===== src/rtl/mux_arbiter.sv =====
// Round-robin owner arbiter for a shared 4-input multiplexer: one-hot grants,
// select equal to the owner index, and forced rotation after MAX_HOLD cycles.
module mux_arbiter #(
  parameter int N        = 2,
  parameter int MAX_HOLD = 16
) (
  input  logic       clk,
  input  logic       rst,
  input  logic [3:0] req,
  output logic [3:0] grant,
  output logic [1:0] s,
  output logic       valid,
  output logic       preempt,
  output logic [1:0] state_dbg
);

  // Handshake: a requester raises req and holds it for the whole use of the
  // resource; grant answers one edge later and every hand-over has one dead cycle.
  localparam int         CW   = (MAX_HOLD < 1) ? 1 : $clog2(MAX_HOLD + 1);
  localparam logic [3:0] MASK = 4'((1 << N) - 1);

  typedef enum logic [1:0] {
    ST_IDLE = 2'd0,
    ST_OWN  = 2'd1,
    ST_GAP  = 2'd2
  } state_t;

  state_t          r_state;
  state_t          w_state_nxt;
  logic [3:0]      r_grant;
  logic [1:0]      r_s;
  logic            r_valid;
  logic            r_preempt;
  logic [1:0]      r_ptr;
  logic [CW-1:0]   r_cnt;

  logic [3:0]      w_grant_nxt;
  logic [1:0]      w_s_nxt;
  logic            w_valid_nxt;
  logic            w_preempt_nxt;
  logic [1:0]      w_ptr_nxt;
  logic [CW-1:0]   w_cnt_nxt;

  logic [3:0]      w_mreq;
  logic            w_found;
  logic [1:0]      w_win;
  logic            w_release;
  logic            w_force;
  logic            w_at_limit;
  logic [1:0]      w_ptr_after;

  assign w_mreq     = req & MASK;
  assign w_release  = ~req[r_s];
  assign w_at_limit = (MAX_HOLD != 0) && (r_cnt == CW'(MAX_HOLD));
  assign w_force    = w_at_limit && (|(w_mreq & ~r_grant));

  // Pointer after the current owner leaves; with N=1 it never moves off 0.
  always_comb begin
    w_ptr_after = 2'd0;
    if (N > 1 && int'(r_s) != N - 1) begin
      w_ptr_after = r_s + 2'd1;
    end
  end

  // Search ptr, ptr+1, ... modulo N; the first set masked request wins.
  always_comb begin
    int v_idx;
    w_found = 1'b0;
    w_win   = 2'd0;
    v_idx   = 0;
    for (int i = 0; i < N; i++) begin
      v_idx = int'(r_ptr) + i;
      if (v_idx >= N) begin
        v_idx = v_idx - N;
      end
      if (!w_found && w_mreq[2'(v_idx)]) begin
        w_found = 1'b1;
        w_win   = 2'(v_idx);
      end
    end
  end

  always_ff @(posedge clk) begin
    if (rst) begin
      r_state <= ST_IDLE;
    end else begin
      r_state <= w_state_nxt;
    end
  end

  always_comb begin
    w_state_nxt = r_state;
    case (r_state)
      ST_IDLE: if (w_found) w_state_nxt = ST_OWN;
      ST_OWN:  if (w_release || w_force) w_state_nxt = ST_GAP;
      ST_GAP:  w_state_nxt = w_found ? ST_OWN : ST_IDLE;
      default: w_state_nxt = ST_IDLE;
    endcase
  end

  always_comb begin
    w_grant_nxt   = r_grant;
    w_s_nxt       = r_s;
    w_valid_nxt   = r_valid;
    w_preempt_nxt = 1'b0;
    w_ptr_nxt     = r_ptr;
    w_cnt_nxt     = r_cnt;
    case (r_state)
      ST_IDLE, ST_GAP: begin
        if (w_found) begin
          w_grant_nxt = 4'd1 << w_win;
          w_s_nxt     = w_win;
          w_valid_nxt = 1'b1;
          w_cnt_nxt   = CW'(1);
        end else begin
          w_grant_nxt = 4'd0;
          w_valid_nxt = 1'b0;
        end
      end
      ST_OWN: begin
        if (w_release || w_force) begin
          w_grant_nxt   = 4'd0;
          w_valid_nxt   = 1'b0;
          w_ptr_nxt     = w_ptr_after;
          w_preempt_nxt = ~w_release;
        end else if (MAX_HOLD != 0 && !w_at_limit) begin
          w_cnt_nxt = r_cnt + CW'(1);
        end
      end
      default: begin
        w_grant_nxt = 4'd0;
        w_valid_nxt = 1'b0;
      end
    endcase
  end

  always_ff @(posedge clk) begin
    if (rst) begin
      r_grant   <= 4'd0;
      r_s       <= 2'd0;
      r_valid   <= 1'b0;
      r_preempt <= 1'b0;
      r_ptr     <= 2'd0;
      r_cnt     <= '0;
    end else begin
      r_grant   <= w_grant_nxt;
      r_s       <= w_s_nxt;
      r_valid   <= w_valid_nxt;
      r_preempt <= w_preempt_nxt;
      r_ptr     <= w_ptr_nxt;
      r_cnt     <= w_cnt_nxt;
    end
  end

  assign grant     = r_grant;
  assign s         = r_s;
  assign valid     = r_valid;
  assign preempt   = r_preempt;
  assign state_dbg = r_state;

endmodule


===== config.mk =====
export PLATFORM = sky130hd
export DESIGN_NAME = mux_arbiter
export DESIGN_NICKNAME = d
export VERILOG_FILES = /design/src/rtl/mux_arbiter.sv
export SDC_FILE = /design/constraint.sdc
export NUM_CORES = 1
export LEC_CHECK = 0
export ABC_AREA = 1
export ABC_CLOCK_PERIOD_IN_PS = 2440
export BUFFER_PORTS_ARGS = -buffer_cell sky130_fd_sc_hd__buf_2
export CELL_PAD_IN_SITES_DETAIL_PLACEMENT = 0
export CELL_PAD_IN_SITES_GLOBAL_PLACEMENT = 1
export CORE_MARGIN = 8
export CORE_UTILIZATION = 38
export DETAILED_ROUTE_END_ITERATION = 16
export GPL_ROUTABILITY_DRIVEN = 0
export GPL_TIMING_DRIVEN = 0
export PLACE_DENSITY_LB_ADDON = 0.15
export SYNTH_ARGS = -nofsm -noshare
export SYNTH_HDL_FRONTEND = slang
export SYNTH_SLANG_ARGS = --single-unit

===== constraint.sdc =====
create_clock -name clk -period 2.44 [get_ports clk]
set_clock_uncertainty 0.05 [all_clocks]
set_input_delay 0.488 -clock clk [delete_from_list [all_inputs] [get_ports clk]]
set_output_delay 0.488 -clock clk [all_outputs]
set_load 0.02 [all_outputs]

==> flow_metrics.tcl, run 1 <==
set metrics [dict create \
    dp_cells 159 \
    clk_pin_slew_ns 0.10 \
    ctsHoldBuffers 0 \
    initial_core_util_pct 39.2 \
    cap_violations 0 \
    drv_slew 0 \
    crit_path_max_fanout 9 \
    ctsResizeCount 0 \
    portBuffers 15 \
    setup_violations 0 \
    worst_slack_ns 0.788 \
    overflow 0 \
    vias 767 \
    worst_path_most_repeated_cell "nand2_1" \
    dp_hpwl_mm 1.44 \
    cts_tree "yes" \
    ir_drop_uv 312 \
    cts_num_sinks 17 \
    drive_above_1_share_pct 25.2 \
    power.density_mw_per_mm2 649 \
    nets 144 \
    pre_cts_ws_ns 0.736 \
    syn_area_um2 851 \
    cts_buffer_depth 2 \
    syn_avg_cell_area_um2 7.33 \
    hold_path_depth 2 \
    core_mm2 0.00217 \
    grt_max_degree 11 \
    grt_pass1_wl_mm 3.19 \
    worstPathArrival_ns 1.79 \
    final_hold_viol_count 0 \
    r2r-start "r_cnt[0]" \
    slowest_delay_ns 0.41 \
    vias_per_cell 4.71 \
    die-area_mm2 0.00401 \
    routed_wl_mm 1.81 \
    fmaxAchievable_mhz 605 \
    required_ns 2.58 \
    drtPass1Iterations 4 \
    syn_inst 116 \
    synth-seq-area-share_pct 40.0 \
    worstPathBufferInverterCount 1 \
    status "completed" \
    grt_antenna_before_repair 0 \
    n_antenna_cell 0 \
    ios 16 \
    reg2reg_depth 8 \
    hold_end "grant[2]" \
    syn_nets 124 \
    start_kind "flip-flop" \
    min_from "grant[2]" \
    period_needed_ns 1.65 \
    wl_per_cell_um 11.1 \
    fin_total_pwr_uw 641 \
    maxSlewHeadroom_pct 69.8 \
    drc 0 \
    track_usage_pct 9.69 \
    synth.distinct_cells 24 \
    grt_use_met1_pct 10.2 \
    yosysWarnings 0 \
    fin_tns_setup_ns 0 \
    fin_crit_sh_pct 67.7 \
    rsz0062_at_grt "false" \
    die_w_um 63.3 \
    cts_buffers 3 \
    ant_nets 0 \
    rrSetupSlack_ns 0.79 \
    busiest_layer "met2" \
    use_met3_pct 3.36 \
    crit_path_end_kind "flip-flop" \
    fp-row-count 17 \
    cts_setup_buffers 0 \
    grt_util_met2_pct 16.6 \
    crit_path_cell_trace "inv_1, ha_1, nand2_1, nor3_1, o21ai_2, nand3_1, nand2_1, nor2_1" \
    power.leakage_nw 0.468 \
    fp.dieH_um 63.3 \
    crit_type "reg -> reg" \
    ys_ff_latch 17 \
    cts_root_buf "clkbuf_4" \
    stdcell_count 163 \
    crit_family "simple AND/OR/NAND/NOR gates" \
    cts_max_level 1 \
    cp_slowest_cell "dfxtp_1" \
    drtIter0Drc 20 \
    syn_to_final_growth_pct 16.2 \
    dpl_cell_area_um2 961 \
    insertion_delay_ns 0.28 \
    hold_path_class "reg -> reg" \
    whs_ns 0.403 \
    utilization_pct 45.6 \
    r2r_end "r_cnt[4]" \
    final_area_um2 988 \
    grt_pass1_vias 719 \
    tightest_slew_ns 0.453 \
]
[synth_stat cells]
master | instances | area, um^2
nand2_1 | 28 | 105
dfxtp_1 | 17 | 340
nand3_1 | 13 | 65.1
inv_1 | 12 | 45.0
a21oi_1 | 9 | 45.0
nor2_1 | 9 | 33.8
inv_2 | 4 | 15.0
nand4_1 | 3 | 18.8
o21ai_0 | 3 | 15.0
ha_1 | 2 | 25.0
nand2_2 | 2 | 12.5
nand2_4 | 2 | 22.5
a21oi_2 | 1 | 8.76
clkinv_1 | 1 | 3.75
nand3_2 | 1 | 10.0
nand3_4 | 1 | 17.5
nor2_2 | 1 | 6.26
nor2_8 | 1 | 20.0
nor3_1 | 1 | 5.00
o21a_1 | 1 | 7.51
o21ai_2 | 1 | 8.76
o21bai_1 | 1 | 7.51
or2_1 | 1 | 6.26
or2_2 | 1 | 6.26
[sequential cells by signal, summed over array words and instances, names as in the netlist]
register / flops
valid: 1
r_ptr: 2
grant: 4
state_dbg: 2
preempt: 1
r_cnt: 5
s: 2
[layout by cell type (no fill, tap or decap)]
cell type   n
o21ai_0     3
o21bai_1    1
inv_2       4
nor2_1      9
nor2_8      1
inv_1      12
nand3_2     1
nand2_4     2
a21oi_1     9
buf_2      15
nand3_1    13
nand2_2     2
a21oi_2     1
nand2_1    28
ha_1        2
or2_1       1
clkinv_2    1
nor2_2      1
nor3_1      1
or2_2       1
o21ai_2     1
clkinv_1    1
o21a_1      1
nand4_1     3
clkbuf_4    3
dfxtp_1    17
nand3_4     1
[power breakdown]
part	internal, mW	switching, mW	total, mW
Clock	0.0608	0.0852	0.146
Sequential	0.302	0.0272	0.329
Combinational	0.0608	0.106	0.166
Total	0.424	0.218	0.641
[worst max path at each step]
stage	depth (start not counted)	startpoint	end	slack, ns
floorplan	8	r_cnt[0]	r_cnt[2]	0.99
global placement	9	req[0]	r_cnt[2]	0.77
detailed placement	9	req[0]	r_cnt[4]	0.74
CTS	8	r_cnt[0]	r_cnt[4]	0.76
global route	8	r_cnt[0]	r_cnt[1]	0.66
finish	8	r_cnt[0]	r_cnt[4]	0.79
[final cells by class]
cell class                 instances  area, um^2
clock buffer                       3        22.5
fill                             244        1180
tap                               28        35.0
inverter                          17        63.8
timing repair buffer              15        75.1
multi-input combinational         82         447
sequential                        17         340
clock inverter                     1        5.00
[worst register-to-register path, stage by stage (launching register included)]
cell     delay, ns
dfxtp_1       0.41
inv_1         0.10
ha_1          0.20
nand2_1       0.09
nor3_1        0.07
o21ai_2       0.39
nand3_1       0.13
nand2_1       0.08
nor2_1        0.04
[logic make-up (layout without fill, tap and decap cells)]
family | Yosys count | after routing | share of synthesized area (%)
fa+ha+maj | 2 | 2 | 2.94
buf+inv | 17 | 36 | 7.50
flops | 17 | 17 | 40.0
compound gates | 16 | 16 | 10.9
simple gates | 64 | 64 | 38.7
[metal layers]
| layer | up-vias | wire [um] |
|---|---|---|
| li1 | 412 | - |
| met1 | 347 | 815 |
| met2 | 6 | 911 |
| met3 | 2 | 68 |
| met4 | 0 | 14 |
| met5 | - | 0 |
Note: power is estimated with default switching activity, not from simulation.
==> run 2: changes to the inputs <==
ABC_AREA = 0   (was 1)
ABC_CLOCK_PERIOD_IN_PS = 1600   (was 2440)
clock period = 1.6 ns   (was 2.44 ns; I/O delays follow)
==> flow_metrics.tcl, run 2 <==
set metrics [dict create \
    start_kind "flip-flop" \
    rsz0062_at_grt "true" \
    crit_path_max_fanout 4 \
    fp.dieH_um 61.9 \
    synth-seq-area-share_pct 42.6 \
    tightest_slew_ns 0.649 \
    grt_antenna_before_repair 0 \
    period_needed_ns 1.59 \
    drc 0 \
    fin_tns_setup_ns 0 \
    core_mm2 0.00198 \
    ctsHoldBuffers 0 \
    power.leakage_nw 0.454 \
    slowest_delay_ns 0.38 \
    drv_slew 0 \
    final_area_mm2 0.00104 \
    synthArstFlopShare_pct 0 \
    yosysWarnings 0 \
    final_hold_viol_count 0 \
    required_ns 1.74 \
    syn_area_um2 800 \
    grt_pass1_vias 588 \
    synth_common_cells "dfxtp_1, nand2b_1, nor2_1, inv_1" \
    ys_top_cells_by_area "dfxtp_1, nand2b_1, nand4b_1" \
    internal_power_uw 597 \
    initial_core_util_pct 40.3 \
    fmaxAchievable_mhz 628 \
    vias_per_cell 5.11 \
    hold_path_class "in -> reg" \
    die_w_um 61.9 \
    syn_avg_cell_area_um2 10.1 \
    cts_buffer_depth 2 \
    n_antenna_cell 0 \
    grt_max_degree 11 \
    maxSlewHeadroom_pct 56.6 \
    cp_slowest_cell "dfxtp_2" \
    portBuffers 15 \
    crit_path_cell_trace "inv_2, ha_4, and4bb_2, a21boi_4, o21ai_2, mux2_4" \
    die-area_mm2 0.00383 \
    drive_above_1_share_pct 46.7 \
    worstPathArrival_ns 1.73 \
    crit_family "flip-flops" \
    cts_max_level 1 \
    synth_edf_count 0 \
    cts_tree "yes" \
    fin_crit_sh_pct 99.6 \
    cts_num_sinks 17 \
    fp-row-count 16 \
    ios 16 \
    setup_violations 0 \
    swShare_pct 28.7 \
    fillers 166 \
    clk_pin_slew_ns 0.10 \
    vias 674 \
    track_usage_pct 10.4 \
    clkPwrFrac_pct 28.1 \
    yosysMostFrequentCell "dfxtp_1" \
    synth_top_area_cell "dfxtp_1" \
    syn_nets 87 \
    synth-main-ff-cell "dfxtp_1" \
    largest_reg_flops 5 \
    cap_violations 0 \
    ant_nets 0 \
    p_sw_uw 240 \
    cts_buffers 3 \
    crit_path_end_kind "flip-flop" \
    synth.distinct_cells 38 \
    nets 114 \
    whs_ns 0.335 \
    drtPass1Iterations 6 \
    layout_commonest_cell "buf_2" \
    dpl_cell_area_um2 910 \
    seqPwrFrac_pct 54.2 \
    top_register "r_cnt" \
    cts_root_buf "clkbuf_4" \
    power.density_mw_per_mm2 808 \
    worstPathBufferInverterCount 1 \
    syn_to_final_growth_pct 29.6 \
    syn_inst 79 \
    fin_total_pwr_uw 837 \
    insertion_delay_ns 0.29 \
    routed_wl_mm 1.89 \
    grt_pass1_wl_mm 2.92 \
    mostFrequentLayoutCells "buf_2, dfxtp_1, buf_4" \
    crit_type "reg -> reg" \
    ys_ff_latch 17 \
    synth_top_area_share_pct 42.6 \
    combPwrFrac_pct 17.7 \
    overflow 0 \
    ir_drop_uv 518 \
    status "completed" \
    wl_per_cell_um 14.3 \
    drtIter0Drc 30 \
]
[run 2: cell count changes after synthesis, sizes merged, moves of 2 or more]
cell and delta:
nand3b +4, inv -12, and2 +2, a21oi -9, mux2i +2, nand4 -3
nand3 -13, nand2b +5, nor2 -6, nand4b +3, clkbuf +2, nand2 -29
o31a +2, a21boi +2
[run 2: cell type report]
type	count	area (um^2)	area share [%]
Multi-Input combinational cell	56	478	46.1
Buffer	2	7.51	0.725
Inverter	4	15.0	1.45
Clock buffer	3	22.5	2.17
Clock inverter	1	5.00	0.483
Timing Repair Buffer	22	128	12.3
Tap cell	27	33.8	3.26
Sequential cell	17	347	33.5
[run 2: worst reg2reg max path, delay by kind of cell (launching register included)]
| family | cells | cell delay [ns] |
|---|---|---|
| flops | 1 | 0.38 |
| compound gates | 2 | 0.33 |
| mux | 1 | 0.31 |
| simple gates | 1 | 0.23 |
| fa+ha+maj | 1 | 0.14 |
| buf+inv | 1 | 0.05 |
[run 2: final timing paths]
path | from | end | slack (ns) | cells past startpoint
min | rst | grant[1] | 0.33 | 3
max | r_cnt[1] | r_ptr[0] | 0.007 | 6
min reg2reg | valid | valid | 0.41 | 1
max reg2reg | r_cnt[1] | r_ptr[0] | 0.007 | 6
[run 2: per-stage QoR]
step / utilization (%) / setup slack, ns / cells
CTS: 49.5 / 0.00178 / 128
global route: 52.3 / -0.0423 / 132
finish: 52.3 / 0.00669 / 132
detailed placement: 45.9 / -0.227 / 121
global placement: 45.9 / -0.205 / 121
floorplan: - / -0.0729 / 79
[run 2: what timing repair did]
action                                  in CTS  in global routing
buffers inserted                             3                  4
resized for setup                            7                  7
cloned                                       0                  0
pin swaps                                    1                  1
endpoints found under the setup margin       9                  8
[run 2: cell families (layout without fill, tap and decap cells)]
group	Yosys count	after routing	synth area share, %
mux	4	4	6.73
flops	17	17	42.6
fa+ha+maj	2	2	3.13
compound gates	17	17	17.2
simple gates	33	33	27.5
buf+inv	6	32	2.82
[run 2: layer usage]
layer / global-route usage (%) / vias up / routed length, um
met2: 16.1 / 14 / 912
met5: 0 / - / 0
li1: - / 336 / -
met4: 3.90 / 0 / 19
met1: 13.5 / 320 / 884
met3: 2.47 / 4 / 73
[run 2: power groups by stage]
stage,registers (mW),clock network [mW],logic (mW)
global placement,0.464,0,0.124
detailed placement,0.465,0,0.123
floorplan,0.477,0,0.0700
global route,0.457,0.264,0.160
CTS,0.453,0.237,0.136
finish,0.454,0.235,0.148
